<file path="src/rtl/sonic_rx_wr_sched.sv">
// SoNIC Rx circular-buffer write scheduler (wr_clock domain): arms the buffer, gates PCS beats, counts drops.
// Optional idle-beat filtering is compiled in with `define SONIC_RX_IDLE_FILTER_EN.
module sonic_rx_wr_sched #(
  parameter int DATA_WIDTH       = 40,
  parameter int PTR_WIDTH        = 16,
  parameter int BLOCK_WORDS_LOG2 = 6,
  parameter int ARM_CYCLES       = 4,
  parameter int DROP_CNT_WIDTH   = 32,
  parameter logic [DATA_WIDTH-1:0] IDLE_PATTERN = '0
) (
  input  logic                      wr_clock,
  input  logic                      reset,
  input  logic                      enable_sfp,
  input  logic [DATA_WIDTH-1:0]     in_data,
  input  logic                      in_valid,
  input  logic                      buf_full,
  input  logic                      buf_almost_full,
  output logic                      buf_wrreq,
  output logic [DATA_WIDTH-1:0]     buf_data,
  output logic                      buf_reset,
  output logic [PTR_WIDTH-1:0]      wr_ptr,
  output logic                      block_done,
  output logic [DROP_CNT_WIDTH-1:0] drop_count,
  output logic [2:0]                sched_state
);

  localparam logic [2:0] S_IDLE  = 3'd0;
  localparam logic [2:0] S_ARM   = 3'd1;
  localparam logic [2:0] S_RUN   = 3'd2;
  localparam logic [2:0] S_STALL = 3'd3;
  localparam logic [2:0] S_DRAIN = 3'd4;

`ifdef SONIC_RX_IDLE_FILTER_EN
  localparam bit FILTER_EN = 1'b1;
`else
  localparam bit FILTER_EN = 1'b0;
`endif

  logic                      sync1_reg;
  logic                      en_s_reg;
  logic [2:0]                state_reg, state_next;
  logic [3:0]                arm_cnt_reg;
  logic                      buf_wrreq_reg;
  logic [DATA_WIDTH-1:0]     buf_data_reg;
  logic                      buf_reset_reg;
  logic [PTR_WIDTH-1:0]      wr_ptr_reg;
  logic [PTR_WIDTH-1:0]      wr_ptr_inc;
  logic                      block_done_reg;
  logic [DROP_CNT_WIDTH-1:0] drop_count_reg;
  logic                      is_idle;
  logic                      accept;
  logic                      drop;

  // enable_sfp comes from the register domain; two flops before use.
  always_ff @(posedge wr_clock or posedge reset) begin
    if (reset) begin
      sync1_reg <= 1'b0;
      en_s_reg  <= 1'b0;
    end else begin
      sync1_reg <= enable_sfp;
      en_s_reg  <= sync1_reg;
    end
  end

  assign is_idle    = FILTER_EN && (in_data == IDLE_PATTERN);
  assign wr_ptr_inc = wr_ptr_reg + PTR_WIDTH'(1);

  always_comb begin
    state_next = state_reg;
    accept     = 1'b0;
    drop       = 1'b0;
    case (state_reg)
      S_IDLE: begin
        if (en_s_reg) state_next = S_ARM;
      end
      S_ARM: begin
        if (!en_s_reg)              state_next = S_DRAIN;
        else if (arm_cnt_reg == 4'd1) state_next = S_RUN;
      end
      S_RUN: begin
        if (!en_s_reg) begin
          state_next = S_DRAIN;
        end else if (in_valid && !is_idle) begin
          if (buf_full) begin
            drop       = 1'b1;
            state_next = S_STALL;
          end else begin
            accept = 1'b1;
          end
        end
      end
      S_STALL: begin
        if (!en_s_reg) begin
          state_next = S_DRAIN;
        end else begin
          // The beat seen in the cycle that leaves STALL is still dropped.
          drop = in_valid;
          if (!buf_full && !buf_almost_full) state_next = S_RUN;
        end
      end
      S_DRAIN: state_next = S_IDLE;
      default: state_next = S_IDLE;
    endcase
  end

  always_ff @(posedge wr_clock or posedge reset) begin
    if (reset) begin
      state_reg      <= S_IDLE;
      arm_cnt_reg    <= 4'd0;
      buf_wrreq_reg  <= 1'b0;
      buf_data_reg   <= '0;
      buf_reset_reg  <= 1'b1;
      wr_ptr_reg     <= '0;
      block_done_reg <= 1'b0;
      drop_count_reg <= '0;
    end else begin
      state_reg     <= state_next;
      buf_reset_reg <= (state_next == S_IDLE);

      if (state_reg == S_IDLE)     arm_cnt_reg <= 4'(ARM_CYCLES);
      else if (state_reg == S_ARM) arm_cnt_reg <= arm_cnt_reg - 4'd1;

      buf_wrreq_reg  <= accept;
      block_done_reg <= accept && (wr_ptr_inc[BLOCK_WORDS_LOG2-1:0] == '0);
      if (accept) begin
        buf_data_reg <= in_data;
        wr_ptr_reg   <= wr_ptr_inc;
      end else if (state_reg == S_IDLE || state_reg == S_DRAIN) begin
        wr_ptr_reg <= '0;
      end

      // Drop count survives DRAIN/IDLE and only clears on re-arming.
      if (state_reg == S_IDLE && state_next == S_ARM)
        drop_count_reg <= '0;
      else if (drop && drop_count_reg != '1)
        drop_count_reg <= drop_count_reg + DROP_CNT_WIDTH'(1);
    end
  end

  assign buf_wrreq   = buf_wrreq_reg;
  assign buf_data    = buf_data_reg;
  assign buf_reset   = buf_reset_reg;
  assign wr_ptr      = wr_ptr_reg;
  assign block_done  = block_done_reg;
  assign drop_count  = drop_count_reg;
  assign sched_state = state_reg;

endmodule
</file>
<file path="config.mk">
export PLATFORM = sky130hd
export DESIGN_NAME = sonic_rx_wr_sched
export DESIGN_NICKNAME = d
export VERILOG_FILES = /design/src/rtl/sonic_rx_wr_sched.sv
export SDC_FILE = /design/constraint.sdc
export NUM_CORES = 1
export LEC_CHECK = 0
export BUFFER_PORTS_ARGS = -buffer_cell sky130_fd_sc_hd__buf_2
export CORE_MARGIN = 3
export CORE_UTILIZATION = 57
export CTS_BUF_LIST = sky130_fd_sc_hd__clkbuf_8
export CTS_CLUSTER_SIZE = 40
export DETAILED_ROUTE_END_ITERATION = 6
export PLACE_DENSITY = 0.95
export REMOVE_ABC_BUFFERS = 1
export SYNTH_ARGS = -nofsm -noshare
export SYNTH_HDL_FRONTEND = slang
export SYNTH_SLANG_ARGS = --single-unit
export TNS_END_PERCENT = 100
</file>
<file path="constraint.sdc">
create_clock -name wr_clock -period 5.75 [get_ports wr_clock]
set_input_delay 1.15 -clock wr_clock [delete_from_list [all_inputs] [get_ports wr_clock]]
set_output_delay 1.15 -clock wr_clock [all_outputs]
set_load 0.01 [all_outputs]
</file>
Word level (Yosys, flattened, before mapping)
Index checks and enable logic that the tools add are counted.

storage, ports and cells
  input bits = 46
  memory bits (read-only) = 0
  latch bits = 0
  memories kept = 0
  bits in writable memories = 0
  word-level logic and storage cells = 57
  flip-flop bits (word level) = 100

operators by class
  magnitude comparators = 0
  $add $sub $neg = 3
  reductions and logical operators = 13
  div/mod/pow operators = 0
  multiply operators = 0
  multiplexer cells = 24
  shifts and indexed selects = 0
  eq/ne operators = 7
  bitwise gates (word level) = 0

operators with widths
  kind                   number
  $mux 32                2
  $add 32x1->32 const B  1
  $mux 16                2
  $ne 32x32->1 const B   1
  $mux 3                 8
  $add 16x1->16 const B  1
  $pmux 3 s4             1
  $mux 1                 8
  $mux 4                 2
  $eq 3x1->1 const B     2
  $eq 3x2->1 const B     2
  $logic_not 3->1        2
  $logic_not 6->1        1
  $reduce_bool 2->1      3
  $eq 4x1->1 const B     1
  $logic_and 1x1->1      4
  $sub 4x1->4 const B    1
  $eq 3x3->1 const B     1
  $logic_not 1->1        2
  $pmux 1 s2             1
  $logic_or 1x1->1       1

Depth between registers and ports, before layout
Gate-level depths: netlist (run 1).

  word-level depth = 8
  mapped depth = 8

Worst setup path before layout (run 1)
Ideal clock, no wire load.

  path type = input-to-reg
  start point = input in_valid
  end point = register drop_count_reg[30], in the netlist drop_count[30]
  buffers on the path = 1
  data required time = 5.672 ns
  setup slack = 2.765 ns
  data arrival time = 2.907 ns
  library setup time = 0.078 ns
  cell stages on the path = 6
  cell sequence = nand4b_2 or4_4 or4b_1 clkbuf_2 or3_1 a21oi_1

between the ends
  word-level cells in the longest chain between the ends = 6

ends and longest elaborated chain
  item                                          line  text
  start, declared                               15    input logic in_valid,
  $mux 3                                        83    end else if (in_valid && !is_idle) begin
  $mux 3                                        81    if (!en_s_reg) begin
  $pmux 3 s4                                    72    case (state_reg)
  $eq 3x1->1                                    133   if (state_reg == S_IDLE && state_next == S_ARM)
  $logic_and 1x1->1                             133
  $mux 32 or $reduce_bool 2->1 (tied branches)  n/a
  end signal, assigned                          136   drop_count_reg <= drop_count_reg + DROP_CNT_WIDTH'(1);
  end, declared                                 49    logic [DROP_CNT_WIDTH-1:0] drop_count_reg;

Several ways; a longest one is shown, not always the timed one.
A chain may end at the register's enable or synchronous reset.

Final worst setup path (run 1)
Ends and elaborated chain as after synthesis.

==> results of run 1 <==
## power groups by stage
stage | sequential [uW] | combinational, uW | clock [uW]
finish | 797 | 205 | 435
global route | 805 | 235 | 474
CTS | 797 | 207 | 442
detailed placement | 808 | 207 | 0
global placement | 806 | 194 | 0
floorplan | 821 | 94.9 | 0
## cell families (layout without fill, tap and decap cells)
| family | count (synthesis) | count (layout) |
|---|---|---|
| xor gates and xnor gates | 10 | 10 |
| muxes | 10 | 10 |
| buffers and inverters | 27 | 167 |
| and+or+nand+nor | 276 | 276 |
| AOI/OAI and AO/OA | 73 | 73 |
| DFF | 100 | 100 |
| adders and majority gates | 5 | 5 |
## per-layer routing
metal | vias up | routed length, um | global-route usage
met1 | 2048 | 4505 | 0.3224
li1 | 2004 | - | -
met4 | 0 | 188 | 0.09005
met2 | 188 | 5771 | 0.4325
met5 | - | 0 | 0
met3 | 18 | 1010 | 0.07498
## area by class of cell
class / instances / area share
clock inverter: 5 / 0.007442
clock buffer: 11 / 0.02729
multi-input combinational: 374 / 0.3543
timing repair buffer: 143 / 0.1308
tap: 102 / 0.02300
inverter: 8 / 0.005864
sequential: 100 / 0.4513
## worst max-delay path, delay by kind of cell
family / cells / cell delay (ps)
AOI/OAI and AO/OA: 1 / 150
buffers and inverters: 1 / 110
and+or+nand+nor: 4 / 1780
## worst max-delay path by stage
| stage | to | from | cells after the start |
|---|---|---|---|
| finish | drop_count[30]$_DFFE_PP0P_ | in_valid | 6 |
| global route | wr_ptr[13]$_DFFE_PP0P_ | buf_full | 9 |
| CTS | drop_count[30]$_DFFE_PP0P_ | in_valid | 6 |
| detailed placement | drop_count[29]$_DFFE_PP0P_ | in_valid | 6 |
| global placement | drop_count[30]$_DFFE_PP0P_ | in_valid | 6 |
| floorplan | arm_cnt_reg[0]$_DFFE_PP0P_ | reset | 1 |
## per-stage QoR
step	utilization	power [uW]	instances
final	0.7142	1437	743
after global routing	0.7142	1514	743
after CTS	0.7142	1446	743
after detailed placement	0.6894	1015	727
after global placement	0.6894	999.7	727
after floorplan	-	916.0	482
## cell usage after synthesis, types with 3 or more instances
cell type,number,share of area
nor2_1,28,0.023
nor3_1,5,0.0055
nand4_1,15,0.021
a31oi_1,3,0.0041
dfrtp_1,99,0.54
a21oi_1,17,0.019
o31ai_1,10,0.016
xnor2_1,8,0.015
mux2i_1,10,0.022
clkbuf_1,15,0.012
nand3_1,18,0.020
inv_1,8,0.0066
and4_1,5,0.0096
o211ai_1,7,0.011
nand2_1,159,0.13
or2_2,3,0.0041
or3_1,12,0.016
ha_1,5,0.014
or4_1,5,0.0082
and3_1,9,0.012
o21ai_0,29,0.032
nor4_1,5,0.0068
nand2b_1,4,0.0055
==> results.yml, run 1 <==
timing:
  finalCriticalPeriod_ps: 2902
  tightest_slew_ps: 905.6
  relSlewSlack: 0.3907
  fin_ws_ps: 2848
  finalMaxSlewViolations: 0
  timing.hold.ws_ps: 354.1
  fin_tns_setup_ps: 0
  finClkSkew_ps: 13.76
  hold_violations: 0
  fmax_mhz: 344.5
  period_share: 0.5048
  setup_violations: 0
  rsz0062_at_grt: "false"
die:
  die_y_um: 95.57
  dieArea_mm2: 0.009134
  ios: 140
  initial_utilization: 0.5888
  core_region_area_mm2: 0.007767
  rows: 32
  die-width_um: 95.57
status:
  status: "complete, no violations"
worst_setup_path:
  max_stage_delay_ps: 620
  critPathRequiredTime_ps: 6030
  end_kind: "flip-flop"
  r2r_slack_ps: 3110
  critPathLaunchType: "input port"
  reg2reg_from: "drop_count[0]$_DFFE_PP0P_"
  crit_type: "input port to flip-flop"
  arrival_ps: 3180
  path_max_fanout: 7
  rr_worst_depth: 6
  r2r_end: "drop_count[30]$_DFFE_PP0P_"
  cpMaxStageDelayCell: "or4b_1"
  worstPathCellList: "buf_2 > nand4b_2 > or4_4 > or4b_1 > or3_1 > a21oi_1"
drt:
  viasPerCell: 5.731
  drcViolationCount: 0
  dr.pass1.iters: 5
  routedWlPerCell_um: 15.45
  drtAntennaViolNets: 0
  drtIter0Drc: 223
  num_vias: 4258
  routed_wl_um: 11480
cells_and_area:
  nFillCells: 573
  final_common_cell: "nand2_1"
  multi_input_area_mm2: 0.001966
  final_cell_mix: "nand2_1, buf_2, dfrtp_1, o21ai_0, nor2_1"
  final_layout_size_suffix_gt1_frac: 0.2621
  area_growth_pct: 21.31
  design_area_mm2: 0.005548
  fin_nets: 687
  largest_reg_flops: 40
  diodes: 0
  ff_latch_area_mm2: 0.002504
power:
  comb_power_share: 0.142
  vdd_drop_max_uv: 213.6
  switching_share: 0.2895
  switching_power_uw: 416.0
  clock_power_share: 0.303
  power.density_mw_per_mm2: 259.0
  sequentialPowerShare: 0.555
  intPower_uw: 1021
  p_leak_uw: 0.003028
worst_hold_path:
  worstHoldStart: "sync1_reg$_DFF_PP0_"
  hold_path.class: "flip-flop to flip-flop"
  holdPathEnd: "en_s_reg$_DFF_PP0_"
  min_path_cells: 0
yosys:
  synthCells: 501
  synth-seq-cells: 100
  synth-compound-area-share: 0.09521
  synth_area_per_cell_um2: 9.128
  ys_seq_area_frac: 0.5475
  ys_types: 42
  synthAdderAreaFrac: 0.01368
  synth_edf_count: 0
  ys_warn_count: 0
  syn_area_mm2: 0.004573
  synth-xor-area-share: 0.01915
  synth_top_family_by_area: "simple AND/OR/NAND/NOR gates"
  synth_mux_area_frac: 0.02189
  synth_simple_gate_area_frac: 0.2799
  synth-main-ff-cell: "dfrtp_1"
  async_flop_share: 1.000
cts:
  clk_pin_slew_ps: 90
  cts_root_buf: "clkbuf_8"
  post_cts_buffers: 0
  cts_hold_buf: 0
  cts_buffers: 9
  clk_latency_ps: 360
  cts_resized: 0
  cts_sinks: 100
  cts_max_path_buffers: 2
  cts_tree: "yes"
  htreeDepth: 3
place:
  placed_area_mm2: 0.005355
  dp_hpwl_um: 8361
  dp_slack_ps: 2502
  gp_congestion: 0.8272
  io_buffers: 139
flow_run:
  cap_violations: 0
global_route:
  grt_pass1_vias: 4181
  overflow: 0
  grt_pass1_wl_um: 18840
  grt_usage: 0.2594
  antenna_found_initial: 0
  grt_max_degree: 71
(Power assumes the default switching activity.)
==> inputs of run 2 (changes only) <==
ABC_AREA = 1   (was not set)
CORE_UTILIZATION = 49   (was 57)
PLACE_DENSITY = 0.88   (was 0.95)
clock period = 2.49 ns   (was 5.75 ns; I/O delays follow)
==> run 2 against run 1 <==
Flip-flop and latch count did not move. Via count rose by 16%. Critical path type is now flip-flop to flip-flop. Highest routed layer unchanged. Sequential share of layout area fell by 4.7 points. Largest cell class unchanged. Clock skew fell by 2.4 ps. First-iteration DRC count rose by 16%. Cell count rose by 31%. Largest power group unchanged. Critical path depth rose by 2.
==> results.yml, run 2 <==
status:
  status: "complete, no violations"
yosys:
  yosysTopAreaCell: "dfrtp_1"
  ys_warn_count: 0
  yosysTopAreaCellShare: 0.4799
  ys_seq_area_frac: 0.4850
  synthTopCellsByCount: "nand2_1, dfrtp_1, nor2_1"
  yosysMostFrequentCell: "nand2_1"
  synth_edf_count: 0
  syn_area_mm2: 0.005162
  ys_types: 32
  synth_area_leaders: "dfrtp_1, nand2_1, nor2_1, inv_1, nand3_1"
  synth_area_per_cell_um2: 7.428
  async_flop_share: 1.000
  synth-seq-cells: 100
  synth-main-ff-cell: "dfrtp_1"
  synthCells: 695
die:
  die-width_um: 108.6
  die_y_um: 108.6
  initial_utilization: 0.5163
  dieArea_mm2: 0.01180
  ios: 140
  core_region_area_mm2: 0.01000
  rows: 36
global_route:
  grt_max_degree: 52
  grt_pass1_wl_um: 21490
  grt_pass1_vias: 4654
  overflow: 0
  antenna_found_initial: 0
  grt_usage: 0.2279
cts:
  cts_sinks: 100
  cts_resized: 0
  cts_tree: "yes"
  clk_latency_ps: 380
  cts_max_path_buffers: 2
  clk_pin_slew_ps: 110
  post_cts_buffers: 0
  cts_hold_buf: 0
  cts_root_buf: "clkbuf_8"
  htreeDepth: 3
  cts_buffers: 9
timing:
  timing.hold.ws_ps: 110.5
  setup_violations: 0
  period_share: 0.8261
  fmax_mhz: 486.1
  finalCriticalPeriod_ps: 2057
  finalMaxSlewViolations: 0
  relSlewSlack: 0.5205
  finClkSkew_ps: 11.41
  tightest_slew_ps: 717.6
  hold_violations: 0
  rsz0062_at_grt: "false"
power:
  power_uw: 3108
  power.density_mw_per_mm2: 501.3
  p_leak_uw: 0.003465
  vdd_drop_max_uv: 288.4
cells_and_area:
  nFillCells: 909
  final_common_cell: "nand2_1"
  final_layout_size_suffix_gt1_frac: 0.2190
  ff_latch_area_mm2: 0.002504
  fin_nets: 886
  fin_util: 0.6199
  final_cell_mix: "nand2_1, buf_2, dfrtp_1, nor2_1, inv_1"
  diodes: 0
  multi_input_area_mm2: 0.002365
  area_growth_pct: 20.07
  largest_reg_flops: 40
drt:
  drtAntennaViolNets: 0
  drcViolationCount: 0
  dr.pass1.iters: 5
  num_vias: 4948
  routedWlPerCell_um: 13.31
  drtIter0Drc: 259
  viasPerCell: 5.085
  routed_wl_um: 12950
worst_setup_path:
  end_kind: "flip-flop"
  endpoint: "drop_count[23]$_DFFE_PP0P_"
  startpoint: "drop_count[0]$_DFFE_PP0P_"
  path_max_fanout: 25
  r2r_slack_ps: 430
  critPathRequiredTime_ps: 2800
  critPathLaunchType: "flip-flop"
  r2r_end: "drop_count[23]$_DFFE_PP0P_"
  rr_worst_depth: 8
  crit_type: "flip-flop to flip-flop"
  arrival_ps: 2370
  reg2reg_from: "drop_count[0]$_DFFE_PP0P_"
place:
  dp_hpwl_um: 9684
  gp_congestion: 0.9291
  io_buffers: 139
worst_hold_path:
  hold_path.class: "input port to asynchronous set/reset pin"
flow_run:
  cap_violations: 0
run 2: changes by cell type after synthesis, sizes merged, moves of 12 or more:
cell   before  now
o21ai      29   14
nand2     159  323
inv         8   52
nor2       28   74
nand3      18   37
or3        12    0
run 2: metrics by stage:
step,area (um^2),std cells,TNS (ps),setup slack (ps)
4_1_cts,6198,973,0,469.3
3_3_place_gp,6002,957,0,549.6
3_5_place_dp,6002,957,0,472.3
5_1_grt,6198,973,0,290.2
6_report,6198,973,0,432.9
2_1_floorplan,5072,678,-69250,-625.1
run 2: power breakdown:
part / switching [uW] / internal [uW] / total, uW
logic: 245 / 116 / 361
clock network: 638 / 392 / 1030
registers: 34.9 / 1680 / 1720
total: 918 / 2190 / 3110
run 2: worst min path at each step:
stage / to / slack (ps) / depth (start not counted)
global placement: en_s_reg$_DFF_PP0_ / 340 / 0
floorplan: en_s_reg$_DFF_PP0_ / 330 / 0
finish: buf_data[5]$_DFFE_PP0P_ / 110 / 2
CTS: buf_data[3]$_DFFE_PP0P_ / 110 / 2
detailed placement: en_s_reg$_DFF_PP0_ / 340 / 0
global route: buf_data[3]$_DFFE_PP0P_ / 130 / 2
run 2: layer usage:
metal	wire (um)	up-vias	part of all wire	track usage
met4	214	0	0.017	0.08206
met1	5474	2273	0.42	0.2877
met5	0	-	0	0
met3	1057	21	0.082	0.04914
met2	6205	181	0.48	0.3866
li1	-	2473	-	-
run 2: logic make-up (layout without fill, tap and decap cells):
group | count (synthesis) | after routing | share of synthesized area
buffers and inverters | 70 | 215 | 0.05696
adders and majority gates | 5 | 5 | 0.01212
DFF | 100 | 100 | 0.4850
AOI/OAI and AO/OA | 31 | 31 | 0.03490
and+or+nand+nor | 479 | 479 | 0.3941
xor gates and xnor gates | 10 | 10 | 0.01697
run 2: worst max-delay path: stages (launching register included):
cell,delay (ps)
dfrtp_1,470
ha_1,320
inv_2,110
nor2_4,60
nand2_4,100
nor2_8,60
a21oi_4,590
nand4_1,180
nand2_1,100
run 2: cell type report:
cell class / count / share of cell area
inverters: 53 / 0.03331
flip-flops and latches: 100 / 0.4039
repair buffers: 146 / 0.1227
clock buffers: 9 / 0.01998
multi-input cells: 525 / 0.3815
well taps: 133 / 0.02685
clock inverters: 7 / 0.01171
==> inputs of run 3 (changes only) <==
CORE_UTILIZATION = 55   (was 49)
PLACE_DENSITY = 0.93   (was 0.88)
clock period = 1.9 ns   (was 2.49 ns; I/O delays follow)
==> run 3 against run 2 <==
Critical path depth grew 2. Sequential share of layout area shrank 0.77 points. Fmax grew 16%. Clock power grew 43%. Clock-buffer cell count grew 1. Cell area grew 2.2%. First-iteration DRC count grew 7.7%. Flip-flop and latch count is the same. Non-clock buffer count grew 13. Highest routed layer unchanged. Sequential power grew 31%. Utilization grew 8.9 points. Largest cell class unchanged.
==> results.yml, run 3 (same netlist as run 2, synthesis figures left out) <==
status:
  status: "complete, no violations"
drt:
  drtIter0Drc: 279
  num_vias: 5122
  drcViolationCount: 0
  dr.pass1.iters: 7
  routed_wl_um: 13520
  viasPerCell: 5.330
  drtAntennaViolNets: 0
  routedWlPerCell_um: 14.07
cts:
  cts_sinks: 100
  cts_root_buf: "clkbuf_8"
  htreeDepth: 3
  cts_tree: "yes"
  clk_latency_ps: 360
  cts_buffers: 9
  cts_hold_buf: 0
  cts_max_path_buffers: 2
  clk_pin_slew_ps: 110
  post_cts_buffers: 0
die:
  dieArea_mm2: 0.01058
  die_y_um: 102.9
  rows: 34
  initial_utilization: 0.5779
  core_region_area_mm2: 0.008934
  ios: 140
  die-width_um: 102.9
cells_and_area:
  design_area_mm2: 0.006332
  final_cell_mix: "nand2_1, buf_2, dfrtp_1, nor2_1, inv_1"
  fin_cells: 961
  largest_reg_flops: 40
  final_layout_size_suffix_gt1_frac: 0.2368
  area_growth_pct: 22.66
  final_common_cell: "nand2_1"
  diodes: 0
  fin_nets: 899
timing:
  fin_tns_setup_ps: 0
  finalMaxSlewViolations: 0
  finalCriticalPeriod_ps: 1767
  period_share: 0.9298
  fin_ws_ps: 133.4
  relSlewSlack: 0.7229
  tightest_slew_ps: 415.6
  finClkSkew_ps: 16.57
  hold_violations: 0
  rsz0062_at_grt: "false"
  fmax_mhz: 566.1
  setup_violations: 0
place:
  gp_congestion: 0.9501
  place_inst: 945
  dp_slack_ps: 154.6
  io_buffers: 139
  placed_area_mm2: 0.006106
  dp_hpwl_um: 9952
worst_setup_path:
  critPathLaunchType: "flip-flop"
  arrival_ps: 2060
  critPathRequiredTime_ps: 2200
  path_max_fanout: 28
  crit_type: "flip-flop to flip-flop"
  end_kind: "flip-flop"
global_route:
  grt_pass1_wl_um: 22610
  antenna_found_initial: 0
  grt_pass1_vias: 4898
  overflow: 0
  grt_max_degree: 48
  grt_usage: 0.2676
power:
  sequentialPowerShare: 0.534
  switching_power_uw: 1167
  vdd_drop_max_uv: 380.7
  p_leak_uw: 0.003554
  intPower_uw: 3046
  switching_share: 0.2770
  comb_power_share: 0.117
  power_uw: 4214
  clock_power_share: 0.349
  power.density_mw_per_mm2: 665.4
worst_hold_path:
  hold_path.class: "input port to asynchronous set/reset pin"
flow_run:
  cap_violations: 0
run 3: cell types whose count changed in the layout (fill, tap and decap cells not counted), sizes merged:
cell and change:
bufinv +1, clkinv -2, buf +13, clkbuf +1
run 3: area by class of cell:
type / instances / area, um^2
Tap cell: 108 / 135.1
Clock inverter: 6 / 78.83
Fill cell: 680 / 2601
Clock buffer: 10 / 137.6
Sequential cell: 100 / 2509
Timing Repair Buffer: 159 / 895.9
Inverter: 53 / 206.4
Multi-Input combinational cell: 525 / 2370
run 3: final timing paths:
kind | startpoint | endpoint | slack [ps] | cells after the start
worst max-delay path | drop_count[13]$_DFFE_PP0P_ | drop_count[22]$_DFFE_PP0P_ | 130 | 10
worst min-delay path | reset | wr_ptr[13]$_DFFE_PP0P_ | 10 | 2
min in group wr_clock | enable_sfp | sync1_reg$_DFF_PP0_ | 110 | 1
worst max register to register | drop_count[13]$_DFFE_PP0P_ | drop_count[22]$_DFFE_PP0P_ | 130 | 10
worst min register to register | sync1_reg$_DFF_PP0_ | en_s_reg$_DFF_PP0_ | 410 | 0
max in group asynchronous | reset | buf_data[34]$_DFFE_PP0P_ | 1350 | 3
run 3: critical path: stages, from the launching register on:
cell and delay (ps):
dfrtp_2 430, nand2_1 100, nor2_1 240, nand2_1 180, nor2_8 180, nand2_4 90, nand2_4 70, nand2_4 70
clkinv_4 180, nand2_1 80, nand2_1 70
run 3: routing by layer:
layer / global-route usage / vias up / part of all wire / wire length [um]
li1: - / 2489 / - / -
met1: 0.3463 / 2333 / 0.40 / 5435
met2: 0.4489 / 269 / 0.48 / 6466
met3: 0.06360 / 31 / 0.10 / 1370
met4: 0.07968 / 0 / 0.018 / 244
met5: 0 / - / 0 / 0
run 3: timing repair:
action                                  in CTS  in global routing
endpoints found under the setup margin       0                 23
resized for setup                            0                  5
hold endpoints to repair                     0                  0
run 3: stage by stage:
step	utilization	hold WS [ps]
final	0.7088	9.882
after global routing	0.7088	21.68
after CTS	0.7077	18.11
after detailed placement	0.6835	375.7
after global placement	0.6835	369.8
after floorplan	-	331.2
run 3: power by group through the flow:
stage	registers (uW)	logic (uW)	clock network (uW)
floorplan	2310	264	0
global placement	2290	483	0
detailed placement	2290	500	0
CTS	2250	500	1490
global route	2260	569	1600
finish	2250	493	1470
